===== src/rtl/cla_multiword_add_seq_if.sv =====
// Valid/ready request and result bundle for the multi-word add/sub sequencer.
// The operand and result width is W*K bits.
interface cla_multiword_add_seq_if #(
  parameter int W = 16,
  parameter int K = 4
);
  logic             in_valid;
  logic             in_ready;
  logic [W*K-1:0]   a;
  logic [W*K-1:0]   b;
  logic             cin;
  logic             sub;
  logic             out_valid;
  logic             out_ready;
  logic [W*K-1:0]   sum;
  logic             cout;
  logic             ovf;
  logic             busy;

  modport master (
    output in_valid, a, b, cin, sub, out_ready,
    input  in_ready, out_valid, sum, cout, ovf, busy
  );

  modport slave (
    input  in_valid, a, b, cin, sub, out_ready,
    output in_ready, out_valid, sum, cout, ovf, busy
  );
endinterface


===== src/rtl/cla_multiword_add_seq.sv =====
// W*K-bit add/subtract built from one W-bit carry-look-ahead slice reused over K cycles,
// processing the least-significant chunk first and holding the inter-chunk carry in a register.
module cla_multiword_add_seq #(
  parameter int W = 16,
  parameter int K = 4
) (
  input  logic                    clk,
  input  logic                    rst,
  cla_multiword_add_seq_if.slave  bus
);
  localparam int N  = W * K;
  localparam int KW = (K > 1) ? $clog2(K) : 1;

  typedef enum logic [1:0] {
    IDLE = 2'd0,
    RUN  = 2'd1,
    DONE = 2'd2
  } state_t;

  state_t          state_r;
  state_t          state_s;
  logic [KW-1:0]   k_r;
  logic            carry_r;
  logic [N-1:0]    a_r;
  logic [N-1:0]    b_r;
  logic [N-1:0]    sum_r;
  logic            cout_r;
  logic            ovf_r;
  logic [W-1:0]    a_chunk_s;
  logic [W-1:0]    b_chunk_s;
  logic [W:0]      slice_s;
  logic            last_s;

  // Look-ahead slice: every carry is a flat sum-of-products of generate/propagate terms.
  function automatic logic [W:0] cla_slice(input logic [W-1:0] x, input logic [W-1:0] y,
                                           input logic c0);
    logic [W-1:0] g;
    logic [W-1:0] p;
    logic [W:0]   c;
    logic         term;
    g    = x & y;
    p    = x ^ y;
    c    = '0;
    c[0] = c0;
    for (int i = 0; i < W; i++) begin
      term = c0;
      for (int j = 0; j <= i; j++) term = term & p[j];
      c[i+1] = g[i] | term;
      for (int j = 0; j < i; j++) begin
        term = g[j];
        for (int m = j + 1; m <= i; m++) term = term & p[m];
        c[i+1] = c[i+1] | term;
      end
    end
    return {c[W], p ^ c[W-1:0]};
  endfunction

  assign a_chunk_s = a_r[int'(k_r)*W +: W];
  assign b_chunk_s = b_r[int'(k_r)*W +: W];
  assign slice_s   = cla_slice(a_chunk_s, b_chunk_s, carry_r);
  assign last_s    = (k_r == KW'(K - 1));

  assign bus.in_ready  = (state_r == IDLE);
  assign bus.out_valid = (state_r == DONE);
  assign bus.busy      = (state_r != IDLE);
  assign bus.sum       = sum_r;
  assign bus.cout      = cout_r;
  assign bus.ovf       = ovf_r;

  // State register.
  always_ff @(posedge clk or posedge rst) begin
    if (rst) state_r <= IDLE;
    else     state_r <= state_s;
  end

  // Next-state decode.
  always_comb begin
    state_s = state_r;
    case (state_r)
      IDLE: begin
        if (bus.in_valid) state_s = RUN;
        else              state_s = IDLE;
      end
      RUN: begin
        if (last_s) state_s = DONE;
        else        state_s = RUN;
      end
      DONE: begin
        if (bus.out_ready) state_s = IDLE;
        else               state_s = DONE;
      end
      default: state_s = IDLE;
    endcase
  end

  // Operand capture, per-chunk accumulation and final flags.
  always_ff @(posedge clk or posedge rst) begin
    if (rst) begin
      k_r     <= '0;
      carry_r <= 1'b0;
      a_r     <= '0;
      b_r     <= '0;
      sum_r   <= '0;
      cout_r  <= 1'b0;
      ovf_r   <= 1'b0;
    end else begin
      case (state_r)
        IDLE: begin
          if (bus.in_valid) begin
            a_r     <= bus.a;
            // Subtract is a + ~b + 1, so the inverted operand and forced carry are latched here.
            b_r     <= bus.sub ? ~bus.b : bus.b;
            carry_r <= bus.sub ? 1'b1 : bus.cin;
            k_r     <= '0;
          end
        end
        RUN: begin
          sum_r[int'(k_r)*W +: W] <= slice_s[W-1:0];
          carry_r                 <= slice_s[W];
          k_r                     <= k_r + KW'(1);
          if (last_s) begin
            cout_r <= slice_s[W];
            ovf_r  <= (a_r[N-1] == b_r[N-1]) && (slice_s[W-1] != a_r[N-1]);
          end
        end
        default: ;
      endcase
    end
  end
endmodule


===== src/flat_wrapper.sv =====
// flat-port wrapper written by rule: the top's interface ports become plain ports
module cla_multiword_add_seq_flat 
#(
  parameter int W = 16,
  parameter int K = 4
)
  (clk, rst, bus_in_valid, bus_a, bus_b, bus_cin, bus_sub, bus_out_ready, bus_in_ready, bus_out_valid, bus_sum, bus_cout, bus_ovf, bus_busy);
  cla_multiword_add_seq_if #(.W(W), .K(K)) bus_i ();
  input  logic clk;
  input  logic rst;
  input wire logic [$bits(bus_i.in_valid)-1:0] bus_in_valid;
  input wire logic [$bits(bus_i.a)-1:0] bus_a;
  input wire logic [$bits(bus_i.b)-1:0] bus_b;
  input wire logic [$bits(bus_i.cin)-1:0] bus_cin;
  input wire logic [$bits(bus_i.sub)-1:0] bus_sub;
  input wire logic [$bits(bus_i.out_ready)-1:0] bus_out_ready;
  output wire logic [$bits(bus_i.in_ready)-1:0] bus_in_ready;
  output wire logic [$bits(bus_i.out_valid)-1:0] bus_out_valid;
  output wire logic [$bits(bus_i.sum)-1:0] bus_sum;
  output wire logic [$bits(bus_i.cout)-1:0] bus_cout;
  output wire logic [$bits(bus_i.ovf)-1:0] bus_ovf;
  output wire logic [$bits(bus_i.busy)-1:0] bus_busy;
  assign bus_i.in_valid = bus_in_valid;
  assign bus_i.a = bus_a;
  assign bus_i.b = bus_b;
  assign bus_i.cin = bus_cin;
  assign bus_i.sub = bus_sub;
  assign bus_i.out_ready = bus_out_ready;
  assign bus_in_ready = bus_i.in_ready;
  assign bus_out_valid = bus_i.out_valid;
  assign bus_sum = bus_i.sum;
  assign bus_cout = bus_i.cout;
  assign bus_ovf = bus_i.ovf;
  assign bus_busy = bus_i.busy;
  cla_multiword_add_seq #(.W(W), .K(K)) u_core (.clk(clk), .rst(rst), .bus(bus_i));
endmodule

===== config.mk =====
export PLATFORM = sky130hd
export DESIGN_NAME = cla_multiword_add_seq_flat
export DESIGN_NICKNAME = d
export VERILOG_FILES = /design/src/rtl/cla_multiword_add_seq_if.sv /design/src/rtl/cla_multiword_add_seq.sv /design/src/flat_wrapper.sv
export SDC_FILE = /design/constraint.sdc
export NUM_CORES = 1
export LEC_CHECK = 0
export BUFFER_PORTS_ARGS = -buffer_cell sky130_fd_sc_hd__buf_2
export CAP_MARGIN = 20
export CELL_PAD_IN_SITES_DETAIL_PLACEMENT = 0
export CELL_PAD_IN_SITES_GLOBAL_PLACEMENT = 2
export CORE_MARGIN = 2
export CORE_UTILIZATION = 37
export CTS_CLUSTER_SIZE = 8
export DETAILED_ROUTE_END_ITERATION = 8
export PLACE_DENSITY = 0.83
export SYNTH_ARGS = -nofsm -noshare
export SYNTH_HDL_FRONTEND = slang
export SYNTH_SLANG_ARGS = --single-unit
export TNS_END_PERCENT = 5

===== constraint.sdc =====
create_clock -name clk -period 9.6 [get_ports clk]
set_input_delay 0 -clock clk [delete_from_list [all_inputs] [get_ports clk]]
set_output_delay 0 -clock clk [all_outputs]
set_load 0.02 [all_outputs]

== Word-level counts from Yosys, hierarchy flattened ==
Cells that the tools add are included.
Word-level totals
  input port bits: 134
  flip-flop bits (word level): 199
Cells by class
  shift-type cells: 4
  $add $sub $neg: 2
  reductions and logical operators: 7
  multiplexer cells: 11
  equal/unequal tests: 6
  bitwise operators: 276
Operators by type and width (number)
  AND 1 bit: 136
  bitwise OR 1 bit: 136
  indexed part select 64 x 7 -> 16 bit: 2
  bitwise mux 64 bit: 1
  2-to-1 mux 64 bit: 1
  inverter 64 bit: 1
  variable shift 16 x 33 -> 64 bit, first input constant: 1
  indexed part select 16 x 33 -> 64 bit: 1
  negator 6 -> 33 bit: 1
  bitwise XOR 16 bit: 2
  AND 16 bit: 1
  2-to-1 mux 2 bit: 3
  one-hot mux 2 bit (3 select lines): 1
  AND reduction 2 bit: 3
  == test 2 bit, second input constant: 2
  one-hot mux 2 bit (2 select lines): 1
  nonzero test 2 bit: 2
  2-to-1 mux 1 bit: 3
  adder 2 x 1 -> 2 bit, second input constant: 1
  == test 2 x 1 -> 1 bit, second input constant: 1
  logical NOT 2 bit: 1
  != test 2 bit, second input constant: 1
  one-hot mux 1 bit (2 select lines): 1
  == test 1 bit: 1
  2 further kinds: 2

== Logic depth before layout (Yosys ltp) ==
Gate-level depths: netlist of the first run.
  depth in word-level cells: 35
  gate-level depth with buffers: 10
  mapped depth without buffers: 9

== Worst setup path after synthesis of the first run ==
No wires, ideal clock.
  path type: reg2reg
  from: reg u_core.k_r[0]
  to: reg u_core.sum_r[46] (netlist: u_core.bus.sum[46])
  arrival: 3.316 ns
  clock period less this slack: 3.438 ns
  library setup time: 0.122 ns
  setup slack: 6.162 ns
  cell stages (with the launch flop): 11
  cells stage by stage: dfrtp_1 > buf_2 > buf_2 > mux4_2 > ha_1 > a21o_1 > a311oi_2 > o31a_2 > a21boi_2 > or3_4 > a32o_1
On the way
  cells in the longest elaborated chain, start to end: 35
Ends and longest elaborated chain
  from (decl): RTL line cla_multiword_add_seq.sv:22  | logic [KW-1:0] k_r;
  from (signal assigned): RTL line cla_multiword_add_seq.sv:120  | k_r <= k_r + KW'(1);
  indexed part select 64 x 7 -> 16 bit, on equally long branches: RTL line cla_multiword_add_seq.sv:58, cla_multiword_add_seq.sv:59
  bitwise XOR 16 bit: RTL line cla_multiword_add_seq.sv:42  | p = x ^ y;
  AND 1 bit (15 in series): RTL line cla_multiword_add_seq.sv:47  | for (int j = 0; j <= i; j++) term = term & p[j];
  bitwise OR 1 bit: RTL line cla_multiword_add_seq.sv:48  | c[i+1] = g[i] | term;
  bitwise OR 1 bit (14 in series): RTL line cla_multiword_add_seq.sv:52  | c[i+1] = c[i+1] | term;
  bitwise XOR 16 bit: RTL line cla_multiword_add_seq.sv:55  | return {c[W], p ^ c[W-1:0]};
  indexed part select 16 x 33 -> 64 bit: RTL line cla_multiword_add_seq.sv:118  | sum_r[int'(k_r)*W +: W] <= slice_s[W-1:0];
  bitwise mux 64 bit (*): RTL line cla_multiword_add_seq.sv:118
  to (signal, indexed assignment): RTL line cla_multiword_add_seq.sv:118
  to (decl): RTL line cla_multiword_add_seq.sv:26  | logic [N-1:0] sum_r;
Mark *: on every way between the ends. The rest lies on a longest branch, timed or not.
A chain may end at the register's enable or synchronous reset.

== Final worst setup path of the first run ==
  from: reg u_core.k_r[0]
  to: reg u_core.sum_r[26] (netlist: u_core.bus.sum[26])
Same word-level chain as after synthesis.

==> flow_metrics.tcl, run 1 <==
set metrics [dict create \
    worstRegToRegCells 10 \
    cap_violations 0 \
    fin_nets 1386 \
    numCtsBuffers 17 \
    maxSlewViolCount 0 \
    fp.dieW_um 165 \
    grtUsageTotal_pct 20.6 \
    switching_share_pct 45.6 \
    crit_path_cell_trace "buf_4 -> mux4_2 -> ha_1 -> ha_1 -> o21a_1 -> o2111ai_1 -> a31oi_1 -> nor2_1 -> xnor2_1 -> a22o_1" \
    synth_area_sq_um 9560 \
    slew_headroom_pct 31.2 \
    p_comb_share_pct 52.9 \
    post-dp-hpwl_mm 18.5 \
    first_pass_iters 5 \
    yosysUniqueCellTypes 56 \
    start_kind "flop" \
    grt_pass1_vias 7789 \
    setup_tns_ps 0 \
    path_class "reg2reg" \
    startpoint "u_core.k_r[0]" \
    crit_top_cell "ha_1" \
    worstReg2RegStart "u_core.k_r[0]" \
    drive_above_1_share_pct 23.9 \
    status "finished, final reports clean" \
    n_antenna_cell 0 \
    clkTransAtPathRegs_ps 80 \
    final.min_clock_period_ps 3730 \
    grt_setup_unrepaired "no" \
    critical_path_required_ps 9930 \
    hold_class "in2reg" \
    crit_arrival_ps 4060 \
    synthFlopType "dfrtp_1" \
    cts.path.max_buffers 2 \
    ios 203 \
    drtIter0Drc 426 \
    synth.avg_cell_area_sq_um 10.4 \
    crit_family "compound AO/OA/AOI/OAI gates" \
    seqPwrFrac_pct 30.9 \
    core_area_sq_um 25300 \
    grt_first_pass_wirelength_mm 42.7 \
    clock_sinks 199 \
    reg2reg_setup_slack_ps 5870 \
    cp_slowest_stage_delay_ps 620 \
    cts_root_buf "clkbuf_16" \
    synth_area_leaders "dfrtp_1 (52%), nand2_1 (11%), mux4_2 (7.5%)" \
    worst_pin_slew_ps 1030 \
    holdBufCountCts 130 \
    fin_worst_skew_ps 11.7 \
    ys_warn_count 0 \
    worst-path-buf-inv 1 \
    synth-edff-count 0 \
    power_density_nw_per_um2 358 \
    cp_slowest_cell "mux4_2" \
    fillCellCount 2348 \
    async_reset_ff_share_pct 100 \
    clock_latency_ps 440 \
    postCtsSetupRepairBufs 0 \
    vdd_ir_drop_max_v 0.000215 \
    num_vias 7772 \
    placedInstanceArea_sq_um 10800 \
    ant_nets 0 \
    wire_per_inst_um 17.3 \
    fmax_ghz 0.268 \
    num_rows 58 \
    p_int_w 0.00250 \
    cp-endpoint "u_core.bus.sum[26]" \
    fp.dieArea_sq_um 27100 \
    numPortBuffers 202 \
    route.detailed.drc 0 \
    synth_top_area_share_pct 52.1 \
    start_util_pct 37.9 \
    dp.cells 1407 \
    cts-htree-levels 4 \
    syn_nets 1078 \
    antenna_found_initial 0 \
    period_share_pct 38.9 \
    grt-ovfl-total 0 \
    p_leak_nw 6.20 \
    power_frac_clock_pct 16.1 \
    cp.depth 10 \
    area_growth_pct 34.0 \
    power.net_switching_w 0.00209 \
    hold_viol 0 \
    endpoint_kind "flop" \
    synth_top_area_cell "dfrtp_1" \
    crit_fanout 42 \
    r2r_end "u_core.bus.sum[26]" \
    cts-resized-gates 0 \
    syn_inst 920 \
    grt_start_max_net_pins 122 \
    cts_tree "done" \
    final-setup-viol-count 0 \
    synth-seq-cells 199 \
    ys_seq_area_share_pct 52.1 \
    stdcell_count 1571 \
    gp_congestion 0.859 \
    wirelength_mm 27.3 \
    viasPerCell 4.95 \
    die_h_um 165 \
    finalInstanceArea_sq_um 12800 \
]
power by group through the flow:
stage | combinational [W] | sequential [W] | clock, W
5_1_grt | 0.00269 | 0.00146 | 0.000792
2_1_floorplan | 0.00164 | 0.00144 | 0
6_report | 0.00243 | 0.00142 | 0.000741
3_3_place_gp | 0.00237 | 0.00143 | 0
4_1_cts | 0.00245 | 0.00142 | 0.000752
3_5_place_dp | 0.00239 | 0.00144 | 0
flip-flops by register name (all words and copies together), names as in the netlist:
register and cells:
u_core.a_r 64, u_core.b_r 64, u_core.bus.cout 1, u_core.bus.ovf 1
u_core.bus.sum 64, u_core.carry_r 1, u_core.k_r 2, u_core.state_r 2
placed cells by master, fill, tap and decap left out, drive strengths merged, types with 17 or more instances in the layout:
cell type and instances:
dfrtp 199, a22o 44, xnor2 71, buf 211, nand2 290, clkbuf 17, dlygate4sd3 130, o21ai 88
mux4 32, ha 23
cells in the mapped netlist (all sizes together), types with 8 or more instances:
| cell | instances |
|---|---|
| nor2 | 8 |
| a22o | 44 |
| nand2 | 290 |
| buf | 16 |
| a21oi | 16 |
| ha | 23 |
| xnor2 | 71 |
| o21ai | 88 |
| clkbuf | 36 |
| dfrtp | 199 |
| nand3 | 14 |
| mux4 | 32 |
| inv | 10 |
worst reg2reg max path, delay by kind of cell (launching register included):
| kind | cells | cell delay, ps |
|---|---|---|
| AOI/OAI and AO/OA | 4 | 950 |
| adders and majority gates | 2 | 500 |
| DFF | 1 | 340 |
| xor gates and xnor gates | 1 | 220 |
| and+or+nand+nor | 1 | 370 |
| buffers and inverters | 1 | 610 |
| muxes | 1 | 630 |
metal layers:
metal  wire (um)  global-route usage, %
met1       12900                   29.6
met5           0                      0
met3        1210                   2.86
met2       12800                   33.2
met4         317                   4.43
cells by family (layout without fill, tap and decap cells):
logic type	after synthesis	after routing	share of synthesized area, %
and+or+nand+nor	352	352	15.5
DFF	199	199	52.1
AOI/OAI and AO/OA	176	176	12.1
xor gates and xnor gates	73	73	6.69
buffers and inverters	62	383	2.57
muxes	34	34	7.77
adders and majority gates	24	24	3.22
worst min path at each step:
stage	start	to	slack, ps	cells after the start
CTS	bus_cin	u_core.carry_r	60	4
global route	bus_cin	u_core.carry_r	80	4
global placement	bus_a[40]	u_core.a_r[40]	200	3
detailed placement	bus_a[43]	u_core.a_r[43]	200	3
floorplan	bus_a[0]	u_core.a_r[0]	110	2
finish	bus_cin	u_core.carry_r	80	4
stage by stage:
| step | setup slack, ps | util, % | power, W | hold slack (ps) |
|---|---|---|---|---|
| 2_1_floorplan | 4170 | - | 0.00308 | 105 |
| 6_report | 5870 | 50.7 | 0.00459 | 82.4 |
| 3_5_place_dp | 5830 | 43.0 | 0.00383 | 199 |
| 3_3_place_gp | 5860 | 43.0 | 0.00380 | 195 |
| 5_1_grt | 5540 | 50.7 | 0.00494 | 75.5 |
| 4_1_cts | 5800 | 50.5 | 0.00462 | 63.9 |
area by class of cell:
| type | count | area (sq um) | area share [%] |
|---|---|---|---|
| clock buffer | 17 | 425 | 3.32 |
| clock inverter | 15 | 185 | 1.45 |
| inverter | 10 | 45.0 | 0.352 |
| multi-input combinational | 659 | 4340 | 33.9 |
| sequential | 199 | 4980 | 38.9 |
| tap | 330 | 413 | 3.22 |
| timing repair buffer | 341 | 2410 | 18.9 |
(Power assumes the default switching activity.)
==> inputs of run 2 (changes only) <==
Settings changed: CORE_UTILIZATION 37 to 34, PLACE_DENSITY 0.83 to 0.77.
Clock period 9.6 ns to 3.8 ns, I/O delays scaled along.
==> run 2 against run 1 <==
Die area grew 8.6%. Clock skew grew 2.1 ps. Sequential power grew to 2.6 times the previous value. Count of clock-buffer cells in the layout is the same. Non-clock buffer count grew 13. Hold slack gained 2.2 ps. Combinational power grew to 2.6 times the previous value. Worst setup slack lost 5500 ps. First-iteration DRC count grew 18%. Via count shrank 0.57%. Critical path depth shrank 1. Highest routed layer unchanged.
==> flow_metrics.tcl, run 2 (synthesis gave the netlist of run 1 again) <==
set metrics [dict create \
    clock_latency_ps 440 \
    final.min_clock_period_ps 3470 \
    clock_sinks 199 \
    finalInstanceArea_sq_um 13000 \
    start_util_pct 34.5 \
    maxSlewViolCount 0 \
    whs_path_depth 4 \
    cts-resized-gates 0 \
    r2r_end "u_core.bus.sum[46]" \
    num_vias 7728 \
    critical_path_required_ps 4130 \
    worstRegToRegCells 9 \
    dp.cells 1469 \
    cts_tree "done" \
    ant_nets 0 \
    gp_congestion 0.788 \
    hold_viol 0 \
    fp.dieArea_sq_um 29500 \
    grt-ovfl-total 0 \
    clkTransAtPathRegs_ps 80 \
    worstReg2RegStart "u_core.k_r[0]" \
    cts.path.max_buffers 2 \
    area_growth_pct 35.8 \
    crit_fanout 18 \
    hold_path_end "u_core.carry_r" \
    final_core_util_pct 46.8 \
    route.detailed.drc 0 \
    wirelength_mm 28.0 \
    crit_arrival_ps 3800 \
    numCtsBuffers 17 \
    num_rows 61 \
    stdcell_count 1633 \
    post-dp-hpwl_mm 20.1 \
    hold_ws_ps 84.6 \
    final-setup-viol-count 0 \
    numPortBuffers 202 \
    reg2reg_setup_slack_ps 330 \
    power_density_nw_per_um2 900 \
    postCtsSetupRepairBufs 0 \
    fillCellCount 2688 \
    grtUsageTotal_pct 19.7 \
    wire_per_inst_um 17.2 \
    path_class "reg2reg" \
    endpoint_kind "flop" \
    holdBufCountCts 131 \
    first_pass_iters 5 \
    status "finished, final reports clean" \
    cts-htree-levels 4 \
    fp.dieW_um 172 \
    grt_pass1_vias 7946 \
    setup_tns_ps 0 \
    antenna_found_initial 1 \
    ios 203 \
    p_leak_nw 6.26 \
    drtIter0Drc 501 \
    grt_first_pass_wirelength_mm 44.1 \
    fin_worst_skew_ps 13.8 \
    hold_class "in2reg" \
    vdd_ir_drop_max_v 0.000442 \
    holdCritStartpoint "bus_cin" \
    grt_setup_unrepaired "no" \
    core_area_sq_um 27700 \
    viasPerCell 4.73 \
    worst_pin_slew_ps 1010 \
    die_h_um 172 \
    period_share_pct 91.4 \
    grt_start_max_net_pins 130 \
    cap_violations 0 \
    fin_nets 1399 \
    layout_commonest_cell "nand2_1" \
    placedInstanceArea_sq_um 11100 \
    slew_headroom_pct 32.4 \
    fmax_ghz 0.288 \
    drive_above_1_share_pct 24.6 \
    final_cell_mix "nand2_1 (289), buf_2 (201), dfrtp_1 (197)" \
    cts_root_buf "clkbuf_16" \
    start_kind "flop" \
]
run 2: changes by cell type in the layout (fill, tap and decap cells not counted), sizes merged:
cell         before  now
buf             211  223
bufinv            1    0
dlygate4sd3     130  131
inv              16   14
clkinv            7   10
diode             0    1
run 2: through the flow:
stage	setup WS (ps)	power, W
final	327	0.0117
after detailed placement	316	0.00986
after global placement	388	0.00982
after CTS	301	0.0118
after global routing	46.7	0.0126
after floorplan	362	0.00778
run 2: worst max-delay path, stage by stage, from the launching register on:
cell	delay, ps
dfrtp_2	650
buf_12	250
mux4_2	520
ha_1	400
a21oi_1	150
o21ai_1	150
o21ai_0	450
a21boi_2	130
or3_4	370
a32o_1	270
run 2: report_power, final:
part	leakage, nW	total, W	switching [W]	internal (W)
registers	2.55	0.00364	0.000638	0.00301
clock network	0.293	0.00183	0.000941	0.000892
logic	3.42	0.00620	0.00374	0.00246
total	6.26	0.0117	0.00532	0.00636
run 2: worst max path at each step:
| stage | startpoint | end |
|---|---|---|
| after floorplan | u_core.k_r[0] | u_core.bus.sum[46] |
| after global placement | u_core.k_r[0] | u_core.bus.sum[46] |
| after detailed placement | u_core.k_r[0] | u_core.bus.sum[46] |
| after CTS | u_core.k_r[0] | u_core.bus.sum[46] |
| after global routing | u_core.k_r[0] | u_core.bus.sum[46] |
| final | u_core.k_r[0] | u_core.bus.sum[46] |
run 2: layout make-up:
| type | count | area [sq um] | area share, % |
|---|---|---|---|
| well taps | 378 | 473 | 3.64 |
| diodes | 1 | 2.50 | 0.0193 |
| clock inverters | 15 | 179 | 1.38 |
| inverters | 10 | 41.3 | 0.318 |
| clock buffers | 17 | 425 | 3.28 |
| flip-flops and latches | 199 | 4980 | 38.4 |
| multi-input cells | 659 | 4340 | 33.5 |
| repair buffers | 354 | 2530 | 19.5 |
run 2: layer usage:
metal | vias up | global-route usage, % | part of all wire, %
met5 | - | 0 | 0
met4 | 0 | 5.16 | 1.4
met3 | 27 | 2.76 | 3.7
met2 | 192 | 31.9 | 47
met1 | 3704 | 27.7 | 48
li1 | 3805 | - | -
==> inputs of run 3 (changes only) <==
Settings changed: ABC_AREA from default to 1, CORE_UTILIZATION 34 to 32, GPL_TIMING_DRIVEN from default to 0, PLACE_DENSITY 0.77 to 0.78.
==> run 3 against run 2 <==
Synthesized area up 8.6%. Wire length increased by 34%. Worst setup slack got worse by 100 ps. Global-route usage is 2.8 points higher. First-iteration DRC count up 49%. Power rose by 24%. Utilization down 2.5 points. Highest routed layer unchanged. Register-to-register slack worse by 100 ps.
==> flow_metrics.tcl, run 3 <==
set metrics [dict create \
    core_area_sq_um 31700 \
    worst_pin_slew_ps 853 \
    gp_congestion 0.839 \
    start_util_pct 32.7 \
    n_antenna_cell 0 \
    cts_tree "done" \
    cp_slowest_stage_delay_ps 460 \
    final.min_clock_period_ps 3570 \
    grtUsageTotal_pct 22.5 \
    final_cell_mix "nand2_1 (392), buf_2 (216), dfrtp_1 (198)" \
    numPortBuffers 201 \
    p_comb_share_pct 61.8 \
    seqPwrFrac_pct 25.2 \
    vdd_ir_drop_max_v 0.000402 \
    critical_path_required_ps 4180 \
    route.detailed.drc 0 \
    grt_pass1_vias 9879 \
    start_kind "flop" \
    crit_arrival_ps 3960 \
    synth_top_area_cell "dfrtp_1" \
    synth_top_area_share_pct 48.0 \
    cap_violations 0 \
    async_reset_ff_share_pct 100 \
    final-setup-viol-count 0 \
    endpoint_kind "flop" \
    wl_met2_mm 18.0 \
    grt_start_max_net_pins 41 \
    startpoint "u_core.k_r[0]" \
    synth_area_sq_um 10400 \
    status "finished, final reports clean" \
    slew_headroom_pct 43.0 \
    synth.avg_cell_area_sq_um 8.06 \
    clkTransAtPathRegs_ps 90 \
    cp-endpoint "u_core.bus.sum[31]" \
    synthFlopType "dfrtp_1" \
    clock_latency_ps 440 \
    r2r_end "u_core.bus.sum[31]" \
    ios 203 \
    viasPerCell 4.84 \
    grt-ovfl-total 0 \
    cts-htree-levels 4 \
    ant_nets 0 \
    maxUsedRoutingLayer "met4" \
    syn_inst 1287 \
    cp_slowest_cell "dfrtp_2" \
    power.net_switching_w 0.00779 \
    synth_area_leaders "dfrtp_1 (48%), nand2_1 (14%), o21ai_0 (9.0%)" \
    clock_sinks 199 \
    area_growth_pct 35.6 \
    worstReg2RegStart "u_core.k_r[0]" \
    wirelength_mm 37.7 \
    synth-seq-cells 199 \
    reg2reg_setup_slack_ps 230 \
    ys_warn_count 0 \
    cts.path.max_buffers 2 \
    crit_fanout 10 \
    p_int_w 0.00668 \
    hold_class "in2reg" \
    ys_seq_area_share_pct 48.0 \
    final_core_util_pct 44.4 \
    syn_nets 1445 \
    period_share_pct 94.0 \
    crit_path_cell_trace "inv_1 -> buf_4 -> buf_4 -> nor2_1 -> o22ai_2 -> ha_1 -> buf_2 -> inv_4 -> nor2_1 -> nand3_1 -> nor3_1 -> nor2_1 -> nand3_1 -> nor2_1 -> nand3_1 -> nor2_4 -> nand2_1 -> nand2_2 -> nand2_2 -> nor2_2 -> nand3_1 -> nand2_1" \
    synth_common_cells "nand2_1 (392), dfrtp_1 (199), o21ai_0 (187)" \
    cp.depth 22 \
    p_leak_nw 6.95 \
    num_rows 65 \
    yosysMostFrequentCell "nand2_1" \
    crit_family "simple AND/OR/NAND/NOR gates" \
    path_class "reg2reg" \
    yosysUniqueCellTypes 43 \
    fp.dieArea_sq_um 33900 \
    power_density_nw_per_um2 1030 \
    drive_above_1_share_pct 20.3 \
    drtIter0Drc 746 \
    fin_nets 1801 \
    finalInstanceArea_sq_um 14100 \
    first_pass_iters 5 \
    num_vias 9961 \
    worstRegToRegCells 22 \
    cts_root_buf "clkbuf_16" \
    synth-edff-count 0 \
    worst-path-buf-inv 5 \
    hold_viol 0 \
    fin_worst_skew_ps 16.4 \
    antenna_found_initial 0 \
    layout_commonest_cell "nand2_1" \
    post-dp-hpwl_mm 28.7 \
    power_frac_clock_pct 13.0 \
    die_h_um 184 \
    maxSlewViolCount 0 \
    grt_first_pass_wirelength_mm 57.3 \
    numCtsBuffers 17 \
    wire_per_inst_um 18.3 \
    met1_length_mm 17.7 \
    fmax_ghz 0.280 \
    fp.dieW_um 184 \
    placedInstanceArea_sq_um 12000 \
    wl_met3_mm 1.50 \
    hold_ws_ps 8.90 \
    switching_share_pct 53.8 \
]
==> run 3: cell families after synthesis <==
logic type / after synthesis / synth area share (%)
XOR/XNOR: 76 / 6.49
AO/OA/AOI/OAI: 249 / 13.2
AND/OR/NAND/NOR: 605 / 24.2
buffers and inverters: 134 / 5.17
adder cells (fa/ha/maj): 24 / 2.97
flip-flops: 199 / 48.0
==> run 3: what timing repair did <==
item                                    CTS  global route
gates cloned                              0             0
pin swaps                                 0             2
endpoints found under the hold margin   161             0
hold buffers                            130             0
endpoints found under the setup margin   45            24
buffers inserted                          0             1
gates resized for setup                  30            39
==> run 3: cell type report <==
cell class | instances | area (sq um)
buffer | 79 | 380
clock buffer | 18 | 429
clock inverter | 14 | 176
fill | 3278 | 17700
inverter | 55 | 213
multi-input combinational | 954 | 4970
sequential | 199 | 4980
tap | 402 | 503
timing repair buffer | 337 | 2410
==> run 3: layer usage <==
layer  track usage, %  vias up
met3             2.85       28
met4             4.90        0
met1             30.7     4746
met2             38.1      265
li1                 -     4922
met5                0        -
==> run 3: how the worst min path moves through the flow <==
| stage | end | slack [ps] | depth (start not counted) | startpoint |
|---|---|---|---|---|
| final | u_core.carry_r | 9 | 5 | bus_cin |
| after global routing | u_core.carry_r | 100 | 5 | bus_cin |
| after CTS | u_core.carry_r | 10 | 5 | bus_cin |
| after detailed placement | u_core.state_r[1] | 200 | 2 | bus_out_ready |
| after global placement | u_core.state_r[1] | 190 | 2 | bus_out_ready |
| after floorplan | u_core.state_r[1] | 90 | 1 | bus_out_ready |
==> run 3: power groups by stage <==
stage / logic (W) / clock network (W) / registers [W]
floorplan: 0.00539 / 0 / 0.00375
global placement: 0.00849 / 0 / 0.00368
detailed placement: 0.00856 / 0 / 0.00368
CTS: 0.00879 / 0.00192 / 0.00364
global route: 0.00994 / 0.00201 / 0.00375
finish: 0.00894 / 0.00189 / 0.00364
==> run 3: worst register-to-register path, delay by kind of cell (launching register included) <==
kind            cells  cell delay (ps)
flops               1              460
simple gates       15             1560
compound gates      1              290
fa+ha+maj           1              310
buf+inv             5              900
==> run 3: through the flow <==
step / cells / setup TNS (ps) / power [W] / worst slack (ps)
after global placement: 1890 / -54590 / 0.0122 / -846
after CTS: 2057 / 0 / 0.0144 / 8.18
after floorplan: 1287 / 0 / 0.00914 / 784
after detailed placement: 1895 / -16340 / 0.0122 / -801
final: 2058 / 0 / 0.0145 / 227
after global routing: 2058 / -22.7 / 0.0157 / -17.6
